==> src/rtl/ctu_pkg.sv <==
// Shared types and constants for the control-transfer unit.
package ctu_pkg;

    // nPC source select encodings
    typedef enum logic [1:0] {
        NPC_SEQ = 2'b00,
        NPC_TAG = 2'b01,
        NPC_ALU = 2'b10
    } npc_sel_e;

    typedef enum logic [1:0] {
        BOOT,
        RUN,
        SHADOW
    } ctu_state_e;

    // Flush vector bit positions
    localparam int unsigned FL_IFID = 0;
    localparam int unsigned FL_IDEX = 1;

    // Annul fires for an untaken conditional branch or a branch-always, with a set.
    function automatic logic annul_cond(input logic b, input logic ba, input logic bi,
                                        input logic a_bit);
        return (b & ~bi & a_bit) | (ba & a_bit);
    endfunction

endpackage

==> src/rtl/ctrl_transfer_unit_if.sv <==
// Pipeline-side bus of the control-transfer unit.
// Optional macro CTU_PERF_EN adds the CNT_REDIR / CNT_ANNUL counter signals.
interface ctrl_transfer_unit_if #(
    parameter int unsigned NSTAGES = 4,
    parameter int unsigned CW      = 32
);
    logic               STALL;
    logic               B;
    logic               BA;
    logic               BI;
    logic               CALL;
    logic               a_bit;
    logic               J;
    logic               J_L;
    logic [1:0]         nPC_sel;
    logic [NSTAGES-1:0] FLUSH;
    logic               PC_RST;

    if (CW == 0) begin : g_cw_chk
        $error("CW must be at least 1");
    end

`ifdef CTU_PERF_EN
    logic [CW-1:0] CNT_REDIR;
    logic [CW-1:0] CNT_ANNUL;

    modport master (
        output STALL, B, BA, BI, CALL, a_bit, J, J_L,
        input  nPC_sel, FLUSH, PC_RST, CNT_REDIR, CNT_ANNUL
    );
    modport slave (
        input  STALL, B, BA, BI, CALL, a_bit, J, J_L,
        output nPC_sel, FLUSH, PC_RST, CNT_REDIR, CNT_ANNUL
    );
`else
    modport master (
        output STALL, B, BA, BI, CALL, a_bit, J, J_L,
        input  nPC_sel, FLUSH, PC_RST
    );
    modport slave (
        input  STALL, B, BA, BI, CALL, a_bit, J, J_L,
        output nPC_sel, FLUSH, PC_RST
    );
`endif

endinterface

==> src/rtl/ctu_boot_seq.sv <==
// Post-reset boot sequencer: counts boot cycles and drives the PC reset strobe.
module ctu_boot_seq #(
    parameter int unsigned RST_CYCLES = 2
) (
    input  logic clk,
    input  logic R_n,
    input  logic in_boot,
    output logic boot_done,
    output logic pc_rst
);

    localparam int unsigned CntW = (RST_CYCLES > 1) ? $clog2(RST_CYCLES) : 1;
    localparam logic [CntW-1:0] Last = CntW'(RST_CYCLES - 1);

    logic [CntW-1:0] cnt_q;

    // Count boot cycles; stops once the last boot cycle is reached
    always_ff @(posedge clk or negedge R_n) begin
        if (!R_n) begin
            cnt_q <= '0;
        end else if (in_boot && !boot_done) begin
            cnt_q <= cnt_q + CntW'(1);
        end
    end

    // Done on the final boot cycle so the FSM leaves BOOT on that edge
    always_comb begin
        boot_done = in_boot && (cnt_q == Last);
        pc_rst    = in_boot;
    end

endmodule

==> src/rtl/ctrl_transfer_unit.sv <==
// Control-transfer unit: nPC select, flush vector and PC reset for the in-order pipeline,
// with boot sequencing and delay-slot annulment. Optional macro CTU_PERF_EN adds
// saturating redirect/annul event counters.
module ctrl_transfer_unit
    import ctu_pkg::*;
#(
    parameter int unsigned NSTAGES    = 4,
    parameter int unsigned RST_CYCLES = 2,
    parameter int unsigned CW         = 32
) (
    input  logic                 clk,
    input  logic                 R_n,
    ctrl_transfer_unit_if.slave  bus
);

    if (NSTAGES < 2) begin : g_nst_chk
        $error("NSTAGES must be at least 2");
    end
    if (RST_CYCLES < 1) begin : g_rst_chk
        $error("RST_CYCLES must be at least 1");
    end
    if (CW < 1) begin : g_cw_chk
        $error("CW must be at least 1");
    end

    ctu_state_e         state_q, state_d;
    npc_sel_e           sel;
    logic [NSTAGES-1:0] flush;
    logic               annul_issue;
    logic               boot_done;
    logic               pc_rst;

    ctu_boot_seq #(
        .RST_CYCLES (RST_CYCLES)
    ) u_boot_seq (
        .clk       (clk),
        .R_n       (R_n),
        .in_boot   (state_q == BOOT),
        .boot_done (boot_done),
        .pc_rst    (pc_rst)
    );

    // State register; reset discards any pending annul and restarts boot
    always_ff @(posedge clk or negedge R_n) begin
        if (!R_n) begin
            state_q <= BOOT;
        end else begin
            state_q <= state_d;
        end
    end

    // Next state and outputs; EX jumps are older than ID branches and win
    always_comb begin
        state_d     = state_q;
        sel         = NPC_SEQ;
        flush       = '0;
        annul_issue = 1'b0;
        unique case (state_q)
            BOOT: begin
                flush = '1;
                if (boot_done) state_d = RUN;
            end
            RUN: begin
                if (!bus.STALL) begin
                    if (bus.J || bus.J_L) begin
                        sel            = NPC_ALU;
                        flush[FL_IFID] = 1'b1;
                    end else begin
                        if (bus.BI || bus.CALL) sel = NPC_TAG;
                        if (annul_cond(bus.B, bus.BA, bus.BI, bus.a_bit)) state_d = SHADOW;
                    end
                end
            end
            SHADOW: begin
                // Annulled delay slot sits in ID: squash it, ignore its ID events
                if (!bus.STALL) begin
                    flush[FL_IDEX] = 1'b1;
                    annul_issue    = 1'b1;
                    state_d        = RUN;
                    if (bus.J || bus.J_L) begin
                        sel            = NPC_ALU;
                        flush[FL_IFID] = 1'b1;
                    end
                end
            end
            default: state_d = BOOT;
        endcase
    end

    assign bus.nPC_sel = sel;
    assign bus.FLUSH   = flush;
    assign bus.PC_RST  = pc_rst;

`ifdef CTU_PERF_EN
    logic [CW-1:0] cnt_redir_q;
    logic [CW-1:0] cnt_annul_q;

    // Saturating event counters, cleared only by reset
    always_ff @(posedge clk or negedge R_n) begin
        if (!R_n) begin
            cnt_redir_q <= '0;
            cnt_annul_q <= '0;
        end else begin
            if ((sel != NPC_SEQ) && (cnt_redir_q != '1)) cnt_redir_q <= cnt_redir_q + CW'(1);
            if (annul_issue && (cnt_annul_q != '1))      cnt_annul_q <= cnt_annul_q + CW'(1);
        end
    end

    assign bus.CNT_REDIR = cnt_redir_q;
    assign bus.CNT_ANNUL = cnt_annul_q;
`endif

endmodule

==> src/flat_wrapper.sv <==
// flat-port wrapper written by rule: the top's interface ports become plain ports
module ctrl_transfer_unit_flat import ctu_pkg::*;
#(
    parameter int unsigned NSTAGES    = 4,
    parameter int unsigned RST_CYCLES = 2,
    parameter int unsigned CW         = 32
)
  (clk, R_n, bus_STALL, bus_B, bus_BA, bus_BI, bus_CALL, bus_a_bit, bus_J, bus_J_L, bus_nPC_sel, bus_FLUSH, bus_PC_RST);
  ctrl_transfer_unit_if #(.NSTAGES(NSTAGES), .CW(CW)) bus_i ();
  input  logic clk;
  input  logic R_n;
  input wire logic [$bits(bus_i.STALL)-1:0] bus_STALL;
  input wire logic [$bits(bus_i.B)-1:0] bus_B;
  input wire logic [$bits(bus_i.BA)-1:0] bus_BA;
  input wire logic [$bits(bus_i.BI)-1:0] bus_BI;
  input wire logic [$bits(bus_i.CALL)-1:0] bus_CALL;
  input wire logic [$bits(bus_i.a_bit)-1:0] bus_a_bit;
  input wire logic [$bits(bus_i.J)-1:0] bus_J;
  input wire logic [$bits(bus_i.J_L)-1:0] bus_J_L;
  output wire logic [$bits(bus_i.nPC_sel)-1:0] bus_nPC_sel;
  output wire logic [$bits(bus_i.FLUSH)-1:0] bus_FLUSH;
  output wire logic [$bits(bus_i.PC_RST)-1:0] bus_PC_RST;
  assign bus_i.STALL = bus_STALL;
  assign bus_i.B = bus_B;
  assign bus_i.BA = bus_BA;
  assign bus_i.BI = bus_BI;
  assign bus_i.CALL = bus_CALL;
  assign bus_i.a_bit = bus_a_bit;
  assign bus_i.J = bus_J;
  assign bus_i.J_L = bus_J_L;
  assign bus_nPC_sel = bus_i.nPC_sel;
  assign bus_FLUSH = bus_i.FLUSH;
  assign bus_PC_RST = bus_i.PC_RST;
  ctrl_transfer_unit #(.NSTAGES(NSTAGES), .RST_CYCLES(RST_CYCLES), .CW(CW)) u_core (.clk(clk), .R_n(R_n), .bus(bus_i));
endmodule
==> config.mk <==
export PLATFORM = sky130hd
export DESIGN_NAME = ctrl_transfer_unit_flat
export DESIGN_NICKNAME = d
export VERILOG_FILES = /design/src/rtl/ctu_pkg.sv /design/src/rtl/ctrl_transfer_unit_if.sv /design/src/rtl/ctu_boot_seq.sv /design/src/rtl/ctrl_transfer_unit.sv /design/src/flat_wrapper.sv
export SDC_FILE = /design/constraint.sdc
export NUM_CORES = 1
export LEC_CHECK = 0
export BUFFER_PORTS_ARGS = -buffer_cell sky130_fd_sc_hd__buf_2
export CAP_MARGIN = 20
export CELL_PAD_IN_SITES_DETAIL_PLACEMENT = 0
export CELL_PAD_IN_SITES_GLOBAL_PLACEMENT = 1
export CORE_AREA = 4 4 41 43
export DETAILED_ROUTE_END_ITERATION = 7
export DIE_AREA = 0 0 45 47
export GPL_ROUTABILITY_DRIVEN = 0
export PLACE_DENSITY_LB_ADDON = 0.1
export SLEW_MARGIN = 25
export SYNTH_ARGS = -nofsm -noshare
export SYNTH_HDL_FRONTEND = slang
export SYNTH_SLANG_ARGS = --single-unit
==> constraint.sdc <==
create_clock -name clk -period 1.3 [get_ports clk]
set_input_delay 0.195 -clock clk [delete_from_list [all_inputs] [get_ports clk]]
set_output_delay 0.195 -clock clk [all_outputs]
set_load 0.01 [all_outputs]
# Word level (Yosys, flattened, before mapping)

Index checks and enable logic that the tools add are counted.

$add $sub $neg: 1
Eq/ne operators: 7
Multiplexer cells: 18
Bitwise gates (word level): 5
Reduce and logical (&&, ||, !) cells: 7

Operators with widths:

| operator                                       | number |
|---|---|
| two-way mux 2 bit                              | 11 |
| != test 2 bit (second input constant)          | 3 |
| case mux 2 bit (3 select lines)                | 1 |
| AND reduction 5 bit                            | 1 |
| != test 2 x 1 -> 1 bit (second input constant) | 2 |
| case mux 2 bit (2 select lines)                | 1 |
| bitwise AND 1 bit                              | 3 |
| two-way mux 1 bit                              | 3 |
| case mux 1 bit (3 select lines)                | 1 |
| == test 2 x 1 -> 1 bit (second input constant) | 1 |
| == test 2 bit (second input constant)          | 1 |
| logical AND 1 bit                              | 2 |
| logical NOT 2 bit                              | 1 |
| logical OR 1 bit                               | 2 |
| case mux 1 bit (2 select lines)                | 1 |
| adder 1 bit (second input constant)            | 1 |
| logical NOT 1 bit                              | 1 |
| inverter 1 bit                                 | 1 |
| bitwise OR 1 bit                               | 1 |

Register bits after elaboration: 3
Bits of input ports: 10
Output and inout port bits: 7
Logic and storage cells: 40

# Depth between registers and ports, before layout

Gate-level depths: netlist of run 1.

Depth after elaboration: 8
Mapped depth: 6
Mapped depth without buffers: 6

# Modules after synthesis

Synthesis of run 1 repeated with hierarchy kept, for this count alone.

Cells, all modules: 34
Area, all modules: 284.0 µm²

By module, submodules not included:

| module             | instances | cells an instance | area each (µm²) | seq. area each (µm²) |
|---|---|---|---|---|
| ctrl_transfer_unit | 1         | 30                | 237.7           | 50.0 |
| ctu_boot_seq       | 1         | 4                 | 46.3            | 25.0 |

# Worst setup path before layout of run 1

OpenSTA, ideal clock, no wires.

Path kind: register to register
Start: register u_core.state_q[0]
End: register u_core.state_q[1]
Setup time: 125 ps
Arrival: 1353 ps
Data required time: 1175 ps
Path slack: -178 ps
Stages on the path, launching flop included: 7
Path buffers: 0
Clock period less this slack: 1478 ps
Path through: dfrtp_1 -> inv_1 -> ha_1 -> inv_1 -> o21ai_1 -> a21oi_2 -> mux2_4

Word-level cells in the longest chain between the ends: 4
Elaborated cells on any way between the ends: 11
Those cells by class: 7 x eq/ne; 1 x mux; 3 x reduce/logical

RTL lines:

| element                                 | RTL line                 | source |
|---|---|---|
| start, declared                         | ctrl_transfer_unit.sv:26 | `ctu_state_e state_q, state_d;` |
| start signal, assigned                  | ctrl_transfer_unit.sv:48 | `state_q <= state_d;` |
| logical NOT 2 bit (*)                   | ctrl_transfer_unit.sv:38 | `.in_boot (state_q == BOOT),` |
| named net bus_PC_RST                    | flat_wrapper.sv:22       | `output wire logic [$bits(bus_i.PC_RST)-1:0] bus_PC_RST;` |
| logical AND 1 bit                       | ctu_boot_seq.sv:28       | `boot_done = in_boot && (cnt_q == Last);` |
| != test 2 x 1 -> 1 bit (no source line) | n/a                      |  |
| AND reduction 5 bit (no source line)    | n/a                      |  |

Mark *: on every way through the listed nets, which the timed path passes. The rest lies on a longest branch.
A chain may end at the register's enable or synchronous reset.

# Final worst setup path of run 1

Start: register u_core.state_q[0]
End: output port bus_FLUSH[0]

Word-level cells in the longest chain between the ends: 2
Elaborated cells on any way between the ends: 4
Those cells by class: 2 x eq/ne; 1 x mux; 1 x reduce/logical

RTL lines:

| element                               | RTL line                 | source |
|---|---|---|
| == test 2 bit (tied with other cells) | ctrl_transfer_unit.sv:58 | `unique case (state_q)` |
| case mux 1 bit (3 select lines) (*)   | ctrl_transfer_unit.sv:58 |  |
| end, declared                         | flat_wrapper.sv:21       | `output wire logic [$bits(bus_i.FLUSH)-1:0] bus_FLUSH;` |

Every way passes the cells marked *; elsewhere a longest branch is shown, timed or not.

==> impl_metrics.csv, run 1 <==
group,metric,value,unit
setup_path,crit_type,"flip-flop to primary output",
global_route,grtUsageTotal,0.101,
sta,slew_viol_final,0,
logic_synthesis,ys_seq_area_frac,0.255,
finish,nets,86,
sta,fin_crit,1600,ps
run_status,violations,"setup timing",
clocking,cts_root_buffer,"clkbuf_4",
drt,drc_errors,0,
logic_synthesis,yosys_warnings,0,
global_route,antenna_found_initial,0,
drt,dr.first_iter.drc_count,1,
sta,setup_viol,9,
logic_synthesis,synthCells,33,
drt,num_vias,341,
die,die_y,47,µm
logic_synthesis,synth.area.top_cells,"dfrtp_1, ha_1, buf_4, inv_1, mux2_4",
setup_path,required,1110,ps
sta,final.setup.tns,-1970,ps
global_route,grt_pass1_wl,1530,µm
logic_synthesis,synth_top_area_frac,0.255,
drt,drtPass1Iterations,2,
flow_run,drv_cap,0,
die,die_w,45,µm
drt,ant_nets,0,
logic_synthesis,yosysMostFrequentCell,"ha_1",
setup_path,cp-end-kind,"primary output",
sta,slew_headroom,0.880,
setup_path,regToRegEndpoint,"u_core.state_q[1]$_DFFE_PN0P_",
finish,finalNonFillerCells,85,
sta,fin_skew,4.53,ps
setup_path,critPathArrivalTime,1400,ps
global_route,grt-ovfl-total,0,
global_route,grt_pass1_vias,372,
setup_path,worstRegToRegCells,6,
sta,fin_crit_sh,1.23,
logic_synthesis,synth_edf_count,0,
run_status,status,"finished, violations left",
drt,wirelength,956,µm
die,fp-row-count,13,
clocking,cts.sinks,3,
logic_synthesis,synthDistinctLibCells,19,
logic_synthesis,ys_ff_latch,3,
clocking,cts_tree,"built",
logic_synthesis,synth.avg_cell_area,8.91,µm²
sta,tightest_slew,179,ps
die,initial_core_util,0.226,
sta,fmax,626,MHz
die,fp.dieArea,2120,µm²
power,ir_worst_vdd,1.10,mV
drt,drt-wirelength-per-cell,11.2,µm
global_route,grt_start_max_net_pins,8,
setup_path,critPathMaxFanout,4,
logic_synthesis,synth_common_cells,"ha_1, inv_1, nor2_1",
setup_path,r2r-start,"u_core.state_q[0]$_DFFE_PN0P_",
power,cellLeakagePower,0.336,nW
logic_synthesis,synth.largest_area_cell,"dfrtp_1",
logic_synthesis,async_flop_share,1.00,
die,io-pin-count,17,
die,core_area,1300,µm²
logic_synthesis,syn_nets,48,
finish,antenna_cells,0,
sta,postLayoutSetupSlackWorst,-296,ps
clocking,path_clk_slew,40,ps
place,place_inst,71,
min_path,hp-class,"input port to asynchronous set/reset pin",
power,powerDensity,2470,nW/µm²
clocking,numCtsBuffers,3,
drt,vias_per_cell,4.01,
setup_path,r2r_setup_slack,-230,ps
sta,hold_violations,0,
logic_synthesis,synth_flop_cell,"dfrtp_1",
clocking,cts_buffer_depth,2,
setup_path,cp-start-kind,"flip-flop",
clocking,htreeDepth,1,
finish,drive_above_1_share,0.743,
place,portBuffers,16,
finish,area_delta_synth_final,126,%
sta,rsz0062_at_grt,"yes",
place,place_hpwl,706,µm
logic_synthesis,netlist_area,294,µm²
clocking,clk_latency,230,ps
finish,n_fill_cell,120,
==> critical path, cell delays in order (launching register included) <==
cell and delay (ps):
dfrtp_1 390, buf_4 160, ha_4 170, o22ai_2 130
nor2_1 70, nor2_1 90, nor2_1 40, buf_2 130
==> flip-flops by register name (all words and copies together) (netlist names) <==
name	cells
u_core.u_boot_seq.cnt_q	1
u_core.state_q	2
==> metrics by stage <==
step | hold slack (ps) | instance area [µm²] | total power [mW] | utilization | setup WS (ps)
2_1_floorplan | -101 | 317 | 0.635 | - | -121
3_3_place_gp | -8.39 | 468 | 0.978 | 0.360 | -202
3_5_place_dp | -8.07 | 468 | 0.975 | 0.360 | -208
4_1_cts | 287 | 619 | 1.51 | 0.476 | -308
5_1_grt | 314 | 663 | 1.77 | 0.510 | -384
6_report | 296 | 663 | 1.64 | 0.510 | -296
==> per-layer routing <==
metal  GRT usage  vias to the layer above  part of all wire
li1            -                      181                 -
met1       0.103                      151              0.35
met2       0.198                        9              0.58
met3      0.0153                        0             0.070
met4      0.0526                        0                 0
met5           0                        -                 0
==> power breakdown <==
group          switching [mW]  leakage (nW)  internal [mW]
logic                   0.524         0.289          0.784
registers              0.0407        0.0322          0.129
clock network          0.0455        0.0150          0.115
total                   0.611         0.336           1.03
==> cells by family (layout without fill, tap and decap cells) <==
group / Yosys count / count (layout) / share of synthesized area
compound gates: 8 / 8 / 0.196
fa+ha+maj: 5 / 5 / 0.213
buf+inv: 6 / 43 / 0.102
flops: 3 / 3 / 0.255
mux: 2 / 2 / 0.0851
simple gates: 9 / 9 / 0.149
==> cell type report <==
type | instances | area (µm²) | share of cell area
clock buffer | 4 | 26.3 | 0.0396
inverter | 4 | 17.5 | 0.0264
multi-input combinational | 24 | 262 | 0.394
sequential | 3 | 76.3 | 0.115
tap | 15 | 18.8 | 0.0283
timing repair buffer | 35 | 263 | 0.396
==> cell usage in the layout, fill, tap and decap left out, drive strengths merged <==
cell type / instances
a21o: 1
a21oi: 1
buf: 34
clkbuf: 4
dfrtp: 3
dlygate4sd3: 1
ha: 5
inv: 4
mux2: 1
mux2i: 1
nand2: 1
nor2: 5
nor2b: 1
nor4: 1
o211ai: 1
o21ai: 3
o21bai: 1
o22ai: 1
or2: 1
==> how the worst max path moves through the flow <==
stage / from / end / slack [ps] / depth (start not counted)
2_1_floorplan: u_core.state_q[0]$_DFFE_PN0P_ / u_core.state_q[1]$_DFFE_PN0P_ / -120 / 6
3_3_place_gp: u_core.state_q[0]$_DFFE_PN0P_ / u_core.state_q[1]$_DFFE_PN0P_ / -200 / 6
3_5_place_dp: u_core.state_q[1]$_DFFE_PN0P_ / u_core.state_q[1]$_DFFE_PN0P_ / -210 / 6
4_1_cts: u_core.state_q[1]$_DFFE_PN0P_ / bus_FLUSH[0] / -310 / 7
5_1_grt: u_core.state_q[1]$_DFFE_PN0P_ / bus_FLUSH[0] / -380 / 7
6_report: u_core.state_q[0]$_DFFE_PN0P_ / bus_FLUSH[0] / -300 / 7
==> repair_timing <==
action,CTS,global route
resized for setup,16,5
hold buffers,1,0
hold endpoints to repair,3,0
pin swaps,4,4
endpoints found under the setup margin,9,10
setup buffers,5,4
No activity file was read; power rests on OpenSTA's default activity.
==> run 2, diff against run 1 <==
CORE_AREA = 2 2 39 41   (was 4 4 41 43)
DIE_AREA = 0 0 41 43   (was 0 0 45 47)
SLEW_MARGIN = 20   (was 25)
==> run 2 against run 1 <==
The run still ends with setup timing left. Worst hold slack hardly changed. Cell count is 2.4% lower. Global-route usage is 1.7 points higher. Largest power group unchanged. Combinational power is 3% lower.
==> impl_metrics.csv, run 2 (synthesis results as in run 1) <==
group,metric,value,unit
run_status,status,"finished, violations left",
run_status,violations,"setup timing",
power,powerDensity,2500,nW/µm²
place,place_inst,69,
clocking,cts_root_buffer,"clkbuf_4",
sta,postLayoutSetupSlackWorst,-278,ps
sta,rsz0062_at_grt,"yes",
sta,slew_viol_final,0,
power,pwr-share-comb,0.792,
drt,vias_per_cell,4.27,
place,portBuffers,16,
finish,antenna_cells,0,
power,power.total,1.61,mW
setup_path,critPathArrivalTime,1380,ps
die,die_w,41,µm
sta,fin_crit,1580,ps
global_route,grt-ovfl-total,0,
finish,largest_reg_flops,2,
global_route,grtUsageTotal,0.119,
sta,fmax,634,MHz
finish,final_cell_mix,"buf_2, buf_4, buf_6, nor2_1",
setup_path,crit_type,"flip-flop to primary output",
global_route,grt_pass1_vias,347,
power,p_int,1.01,mW
setup_path,cp-start-kind,"flip-flop",
drt,drc_errors,0,
clocking,cts_tree,"built",
power,ir_worst_vdd,1.14,mV
sta,fin_skew,0.461,ps
clocking,cts_buffer_depth,2,
power,pwr-share-seq,0.108,
min_path,hp-class,"input port to asynchronous set/reset pin",
drt,drt-wirelength-per-cell,11.0,µm
sta,setup_viol,9,
drt,ant_nets,0,
finish,reg_top3,"u_core.state_q (2), u_core.u_boot_seq.cnt_q (1)",
global_route,grt_pass1_wl,1440,µm
drt,dr.first_iter.drc_count,1,
setup_path,required,1110,ps
sta,slew_headroom,0.835,
setup_path,cp-startpoint,"u_core.state_q[0]$_DFFE_PN0P_",
die,fp-row-count,14,
die,die_y,43,µm
die,io-pin-count,17,
place,place_hpwl,647,µm
finish,stdcell_area,642,µm²
power,p_clk_frac,0.100,
finish,area_delta_synth_final,118,%
clocking,cts.sinks,3,
die,fp.dieArea,1760,µm²
power,p_switching,602,µW
clocking,path_clk_slew,40,ps
finish,drive_above_1_share,0.716,
setup_path,r2r-start,"u_core.state_q[0]$_DFFE_PN0P_",
finish,regMostFlops,"u_core.state_q",
power,sw_frac_of_total,0.374,
global_route,antenna_found_initial,0,
place,dpl_cell_area,447,µm²
flow_run,drv_cap,0,
die,initial_core_util,0.212,
setup_path,critPathMaxFanout,3,
setup_path,cp-end-kind,"primary output",
clocking,htreeDepth,1,
die,core_area,1380,µm²
power,cellLeakagePower,0.317,nW
global_route,grt_start_max_net_pins,8,
clocking,numCtsBuffers,3,
sta,tightest_slew,246,ps
sta,fin_crit_sh,1.21,
drt,num_vias,354,
place,pre_cts_slack,-189,ps
drt,drtPass1Iterations,2,
finish,finalNonFillerCells,83,
sta,hold_violations,0,
clocking,clk_latency,230,ps
finish,nets,83,
drt,wirelength,909,µm
run 2: critical path, stage by stage (launching register included):
cell and delay, ps:
dfrtp_2 420, inv_4 70, ha_4 270, nand2_4 50, nor4_4 190, buf_2 160
run 2: cell type report:
type | instances | area (µm²)
timing repair buffer | 32 | 239
clock buffer | 4 | 26.3
fill | 143 | 742
sequential | 3 | 76.3
tap | 16 | 20.0
inverter | 4 | 17.5
multi-input combinational | 24 | 263
run 2: power groups by stage:
stage / logic (mW) / clock network, mW / registers (mW)
detailed placement: 0.755 / 0 / 0.162
CTS: 1.08 / 0.172 / 0.161
global placement: 0.760 / 0 / 0.157
finish: 1.27 / 0.161 / 0.173
global route: 1.39 / 0.184 / 0.176
floorplan: 0.481 / 0 / 0.154
run 2: what timing repair did:
action | CTS | global route
hold endpoints to repair | 3 | 0
pin swaps | 4 | 9
cloned | 0 | 0
hold buffers | 1 | 0
resized for setup | 12 | 7
setup endpoints to repair | 9 | 10
setup buffers | 6 | 3
run 2: per-layer routing:
metal | part of all wire | GRT usage | vias up
met1 | 0.35 | 0.135 | 169
met2 | 0.61 | 0.200 | 7
met3 | 0.039 | 0.0157 | 0
li1 | - | - | 178
met5 | 0 | 0 | -
met4 | 0 | 0.0600 | 0
run 2: per-stage QoR:
| stage | hold WS, ps | setup TNS [ps] | util |
|---|---|---|---|
| finish | 297 | -1520 | 0.464 |
| global route | 299 | -2120 | 0.464 |
| CTS | 286 | -1710 | 0.425 |
| detailed placement | -8.42 | -612 | 0.323 |
| global placement | -8.30 | -592 | 0.323 |
| floorplan | -101 | -121 | - |
run 2: worst paths after layout:
path                            depth (start not counted)  slack [ps]                                   to
worst min register to register                          1         480  u_core.u_boot_seq.cnt_q$_DFFE_PN0P_
worst max-delay path                                    5        -280                       bus_nPC_sel[0]
max in group asynchronous                               2         890        u_core.state_q[0]$_DFFE_PN0P_
worst min-delay path                                    2         300        u_core.state_q[1]$_DFFE_PN0P_
worst max register to register                          6        -260        u_core.state_q[1]$_DFFE_PN0P_
min in group clk                                        4         430        u_core.state_q[1]$_DFFE_PN0P_
